===== src/rtl/sensor_scheduler_pkg.sv =====
// sensor_scheduler shared definitions:
// FSM state codes, ASCII constants and BCD-to-ASCII mapping.
package sensor_scheduler_pkg;

  typedef enum logic [3:0] {
    INICIAL        = 4'd0,
    ESPERA         = 4'd1,
    DISPARA        = 4'd2,
    AGUARDA_MEDIDA = 4'd3,
    ARMAZENA       = 4'd4,
    ENVIA          = 4'd5,
    AGUARDA_TX     = 4'd6,
    PROXIMO        = 4'd7,
    FIM            = 4'd8
  } estado_t;

  localparam logic [6:0] ASC_ZERO  = 7'h30;
  localparam logic [6:0] ASC_HASH  = 7'h23;
  localparam logic [6:0] ASC_DASH  = 7'h2D;
  localparam logic [6:0] ASC_QUEST = 7'h3F;

  function automatic logic [6:0] bcd2ascii(
    input logic [3:0] d
  );
    return (d > 4'd9) ? ASC_QUEST
                      : ASC_ZERO + {3'b000, d};
  endfunction

endpackage


===== src/rtl/sensor_scheduler_contador.sv =====
// contador_m: modulo-M counter with clear/enable
// and an end-of-count flag (count == M-1).
module contador_m #(
  parameter int M = 100,
  parameter int N = (M > 1) ? $clog2(M) : 1
) (
  input  logic i_clock,
  input  logic i_reset,
  input  logic i_zera,
  input  logic i_conta,
  output logic o_fim
);

  logic [N-1:0] r_q;
  logic         w_ult;

  assign w_ult = (r_q == N'(M - 1));
  assign o_fim = w_ult;

  always_ff @(posedge i_clock or negedge i_reset) begin
    if (!i_reset) begin
      r_q <= '0;
    end else if (i_zera) begin
      r_q <= '0;
    end else if (i_conta) begin
      r_q <= w_ult ? '0 : r_q + 1'b1;
    end
  end

endmodule


===== src/rtl/sensor_scheduler.sv =====
// sensor_scheduler: triggers HC-SR04 measurements
// and sends the result as "d2 d1 d0 #" over serial.
module sensor_scheduler
  import sensor_scheduler_pkg::*;
#(
  parameter int PERIOD_CYCLES  = 50_000_000,
  parameter int TIMEOUT_CYCLES = 2_500_000
) (
  input  logic        clock,
  input  logic        reset,
  input  logic        medir,
  input  logic        modo,
  output logic        medir_sensor,
  input  logic        sensor_pronto,
  input  logic [11:0] medida,
  output logic        tx_partida,
  output logic [6:0]  tx_dado,
  input  logic        tx_pronto,
  output logic [11:0] medida_reg,
  output logic        erro,
  output logic        pronto,
  output logic [3:0]  db_estado
);

  estado_t     r_estado;
  estado_t     w_prox;
  logic        r_modo_ant;
  logic        r_pendente;
  logic        r_ok;
  logic        r_erro;
  logic [1:0]  r_indice;
  logic [11:0] r_cap;
  logic [11:0] r_medida_reg;
  logic [3:0]  w_digito;
  logic        w_per_zera;
  logic        w_per_fim;
  logic        w_tick;
  logic        w_to_fim;
  logic        w_req;

  assign w_per_zera = ~modo | (modo ^ r_modo_ant);
  assign w_tick     = w_per_fim & ~w_per_zera;
  assign w_req      = medir | w_tick;

  contador_m #(.M(PERIOD_CYCLES)) u_periodo (
    .i_clock (clock),
    .i_reset (reset),
    .i_zera  (w_per_zera),
    .i_conta (modo),
    .o_fim   (w_per_fim)
  );

  contador_m #(.M(TIMEOUT_CYCLES)) u_timeout (
    .i_clock (clock),
    .i_reset (reset),
    .i_zera  (r_estado == DISPARA),
    .i_conta (r_estado == AGUARDA_MEDIDA),
    .o_fim   (w_to_fim)
  );

  always_comb begin
    w_prox       = r_estado;
    medir_sensor = 1'b0;
    tx_partida   = 1'b0;
    pronto       = 1'b0;
    unique case (r_estado)
      INICIAL: w_prox = ESPERA;
      ESPERA:
        if (w_req | r_pendente) w_prox = DISPARA;
      DISPARA: begin
        medir_sensor = 1'b1;
        w_prox       = AGUARDA_MEDIDA;
      end
      AGUARDA_MEDIDA:
        if (sensor_pronto | w_to_fim) w_prox = ARMAZENA;
      ARMAZENA: w_prox = ENVIA;
      ENVIA: begin
        tx_partida = 1'b1;
        w_prox     = AGUARDA_TX;
      end
      AGUARDA_TX:
        if (tx_pronto) w_prox = PROXIMO;
      PROXIMO:
        w_prox = (r_indice < 2'd3) ? ENVIA : FIM;
      FIM: begin
        pronto = 1'b1;
        w_prox = ESPERA;
      end
      default: w_prox = INICIAL;
    endcase
  end

  // Result is captured when sensor_pronto is seen
  // and only committed to medida_reg in ARMAZENA.
  always_ff @(posedge clock or negedge reset) begin
    if (!reset) begin
      r_estado     <= INICIAL;
      r_modo_ant   <= 1'b0;
      r_pendente   <= 1'b0;
      r_ok         <= 1'b0;
      r_erro       <= 1'b0;
      r_indice     <= 2'd0;
      r_cap        <= 12'd0;
      r_medida_reg <= 12'd0;
    end else begin
      r_estado   <= w_prox;
      r_modo_ant <= modo;
      if (w_prox == DISPARA) begin
        r_pendente <= 1'b0;
      end else if (r_estado != ESPERA && w_req) begin
        r_pendente <= 1'b1;
      end
      if (r_estado == DISPARA) begin
        r_ok <= 1'b0;
      end
      if (r_estado == AGUARDA_MEDIDA && sensor_pronto) begin
        r_ok  <= 1'b1;
        r_cap <= medida;
      end
      if (r_estado == ARMAZENA) begin
        r_indice <= 2'd0;
        r_erro   <= ~r_ok;
        if (r_ok) r_medida_reg <= r_cap;
      end else if (r_estado == PROXIMO && r_indice < 2'd3) begin
        r_indice <= r_indice + 2'd1;
      end
    end
  end

  always_comb begin
    w_digito = r_medida_reg[3:0];
    unique case (r_indice)
      2'd0:    w_digito = r_medida_reg[11:8];
      2'd1:    w_digito = r_medida_reg[7:4];
      default: w_digito = r_medida_reg[3:0];
    endcase
    if (r_indice == 2'd3) tx_dado = ASC_HASH;
    else if (r_erro)      tx_dado = ASC_DASH;
    else                  tx_dado = bcd2ascii(w_digito);
  end

  assign medida_reg = r_medida_reg;
  assign erro       = r_erro;
  assign db_estado  = r_estado;

endmodule

===== config.mk =====
export PLATFORM = sky130hd
export DESIGN_NAME = sensor_scheduler
export DESIGN_NICKNAME = d
export VERILOG_FILES = /design/src/rtl/sensor_scheduler_pkg.sv /design/src/rtl/sensor_scheduler_contador.sv /design/src/rtl/sensor_scheduler.sv
export SDC_FILE = /design/constraint.sdc
export NUM_CORES = 1
export LEC_CHECK = 0
export ABC_AREA = 1
export CAP_MARGIN = 20
export CORE_MARGIN = 4
export CORE_UTILIZATION = 35
export CTS_CLUSTER_SIZE = 12
export DETAILED_ROUTE_END_ITERATION = 10
export PLACE_DENSITY_LB_ADDON = 0.15
export SLEW_MARGIN = 40
export SYNTH_ARGS = -nofsm -noshare
export SYNTH_HDL_FRONTEND = slang
export SYNTH_SLANG_ARGS = --single-unit

===== constraint.sdc =====
create_clock -name clock -period 2.1 [get_ports clock]
set_input_delay 0.21 -clock clock [delete_from_list [all_inputs] [get_ports clock]]
set_output_delay 0.21 -clock clock [all_outputs]
set_load 0.03 [all_outputs]

==> impl_results.md <==
* Cell Area, Synth at between 4000 and 5000 um2
* Simple-gate share of the synthesized area at between 30% and 40%
* Yosys reg bits at 82
* Initial Util at 36.34%
* Pwr Total at 6486 uW
* RePlAce Congestion at 0.8563
* Mux cell area share after synthesis at 0.9664%
* Reg2Reg Depth at 8
* I/O Buffers at 42
* Die Span X at 123.4 um
* Synthesis Warnings at 0
* Overflow after GRT at 0
* Critical Path RT at approximately 1.9 ns
* CTS H-tree lvls at 3
* Layout overhead on the synthesized area at 21.42%
* Power Density at about 1100 nW/um2
* Top cells by area, synth: dfrtp_1, nand2_1, nor2_1, inv_1, nand3_1
* FF-to-FF Start: u_periodo.r_q[0]$_DFFE_PN0P_
* Async set-reset flop share out of synthesis at 100.0%
* Max-cap viol count at 0
* Placed wire-length estimate at approximately 8600 um
* Biggest regs: u_periodo.r_q: 26 flops, u_timeout.r_q: 22 flops
* DR DRC count at 0
* Mapped Cells at 631
* M1 GR Usage at 21.30%
* DR vias/cell at 4.838
* Max rail drop VDD at 0.0005611 V
* Adder-cell share of the synthesized area at around 1.3%
* Die outline height at 123.4 um
* Share of cells above drive strength 1 at ~11%
* Final hold viol count at 0
* Clock sink total at 82
* Yosys top cell by area: dfrtp_1
* RSZ-0062 raised after global routing: true
* Reg-to-Reg End: u_periodo.r_q[14]$_DFFE_PN0P_
* Share of the synthesized area in the top cell type at 44.03%
* First-pass GRT wire length at approximately 20000 um
* Period utilisation layout at 98.80%
* Critical path peak fanout at 4
* Site Rows at 41
* Largest family of logic cells by synthesized area: simple AND/OR/NAND/NOR gates
* GRT busiest layer: met2
* Relative slew slack at between 60% and 70%
* Via Count at 4132
* CP endpoint kind: primary output
* Syn Area/Cell at 7.386 um2
* Max FFs per register at 26
* EDFF count, synth at 0
* Post-route ant nets at 0
* Commonest cells in the netlist: nand2_1, nor2_1, dfrtp_1
* CP Class: flop to primary output
* CTS tree: yes
* Final Core Density at 44.13%
* M2 GR Usage at 27.76%
* Critical Path AT at 1.86 ns
* Leakage at 0.002540 uW
* Status: finished clean
* Top-count cell post-synth: nand2_1
* PnR worst setup slack at 0.02519 ns
* Nets@finish at around 700
* FILL cells at around 1.3k
* Pre-CTS WS at between 0.2 and 0.25 ns
* Core area at 12820 um2
* Number of DRC markers in iteration 0 at between 200 and 300
* Total wire length at ~12000 um
* CP Capture Point: tx_dado[2]
* Fin Setup TNS at 0 ns
* ANT cells at 0
* Final setup viols at 0
* Clock Tree Root: clkbuf_16
* Largest net degree at the start of global routing at 45
* Initial antenna violation count at 0
* Clk Latency, worst-skew pair at 0.34 ns
* Max Slew Vio Count at 0
* CTS Buffer Depth at 2
* Post-synthesis compound-gate area fraction at 6.604%
* I/O pin count at 45
* Number of global-route vias before repair at 4107
* Worst Hold Class: input pin to flop
* Leading register cell type out of synthesis: dfrtp_1
* Fmax at 482.0 MHz
* Num CTS Buffers at 9
* Most flops, register: u_periodo.r_q
* XOR/XNOR Fraction of Synth Area at 3.383%
* Worst clock skew at 0.01231 ns
* Post-Syn Nets at around 650
* Crit. Startpoint: r_indice[1]$_DFFE_PN0P_
* Slew @ Worst Pin at about 0.54 ns
* Tmin final at 2.075 ns
* CP Launch Type: flop
* Met3 GRT Util at 3.522%
* WL/cell at 13.56 um
* GRT Resource Usage Total at 16.45%
* Sequential fraction of the synthesis area at 44.03%
* CTS clk-pin slew, worst paths at 0.06 ns
* Reg-to-reg setup timing slack at 0.40 ns
* Area of the die at 15230 um2
* Yosys cell types at 38
* DR pass1 iterations at 4
[layer usage]
metal,up-vias,part of all wire (%)
met5,-,0
met2,67,49
met3,6,3.6
li1,2090,-
met4,0,0.94
met1,1969,47
[where the power goes]
part	switching (uW)	total [uW]	internal [uW]
logic	1560	2490	930
clock network	646	1830	1190
registers	266	2170	1900
[cells in the final DEF, fill, tap and decap left out, types with 11 or more instances in the layout]
cell type / synthesis / routed
nor2_1: 101 / 100
inv_2: 17 / 19
nand2_1: 152 / 151
dfrtp_1: 82 / 80
clkdlybuf4s50_1: 0 / 33
o21ai_0: 12 / 11
nand4_1: 25 / 25
a21oi_1: 15 / 14
nand3_1: 33 / 33
nor3_1: 18 / 18
inv_1: 71 / 69
xor2_1: 16 / 16
o21ai_1: 18 / 19
[how the worst min path moves through the flow]
| stage | endpoint | cells past startpoint | slack (ns) | start |
|---|---|---|---|---|
| final | r_modo_ant$_DFF_PN0_ | 1 | 0.36 | modo |
| after CTS | r_modo_ant$_DFF_PN0_ | 1 | 0.36 | modo |
| after detailed placement | erro$_DFFE_PN0P_ | 1 | 0.24 | reset |
| after global routing | r_modo_ant$_DFF_PN0_ | 1 | 0.37 | modo |
| after floorplan | db_estado[0]$_DFF_PN0_ | 0 | -0.09 | reset |
| after global placement | r_cap[5]$_DFFE_PN0P_ | 1 | 0.23 | reset |
[cell families (layout without fill, tap and decap cells)]
kind of cell | Yosys count | in the layout
muxes | 4 | 4
DFF | 82 | 82
xor gates and xnor gates | 18 | 18
buffers and inverters | 104 | 155
other | 2 | 2
adders and majority gates | 5 | 5
AOI/OAI and AO/OA | 57 | 57
and+or+nand+nor | 359 | 359
[cell type report]
cell class / instances / area, um2 / area share [%]
Clock buffer: 10 / 239.0 / 4.223
Multi-Input combinational cell: 445 / 2217 / 39.18
Tap cell: 172 / 215.2 / 3.803
Inverter: 91 / 341.6 / 6.036
Clock inverter: 5 / 102.6 / 1.813
Sequential cell: 82 / 2054 / 36.30
Timing Repair Buffer: 49 / 489.2 / 8.645
[critical path, stage by stage (launching register included)]
cell and delay, ns:
dfrtp_1 0.40, inv_2 0.11, ha_4 0.17, inv_1 0.05, o22ai_1 0.15, inv_1 0.07
nand2_2 0.07, inv_1 0.05, nand2_1 0.06, nand2_1 0.08, a21oi_2 0.15, buf_6 0.15
[metrics by stage]
step	hold WS [ns]	std cells	cell area, um2
detailed placement	0.2379	837	5245
finish	0.3634	854	5659
global route	0.3653	854	5659
CTS	0.3592	853	5630
global placement	0.2330	837	5245
floorplan	-0.08559	631	4661
[repair_timing]
| action | 4_1_cts | 5_1_grt |
|---|---|---|
| pin swaps | 0 | 1 |
| hold buffers | 1 | 0 |
| endpoints found under the hold margin | 38 | 0 |
| setup buffers | 0 | 1 |
| endpoints found under the setup margin | 6 | 6 |
| resized for setup | 11 | 8 |
Note: power is estimated with default switching activity, not from simulation.
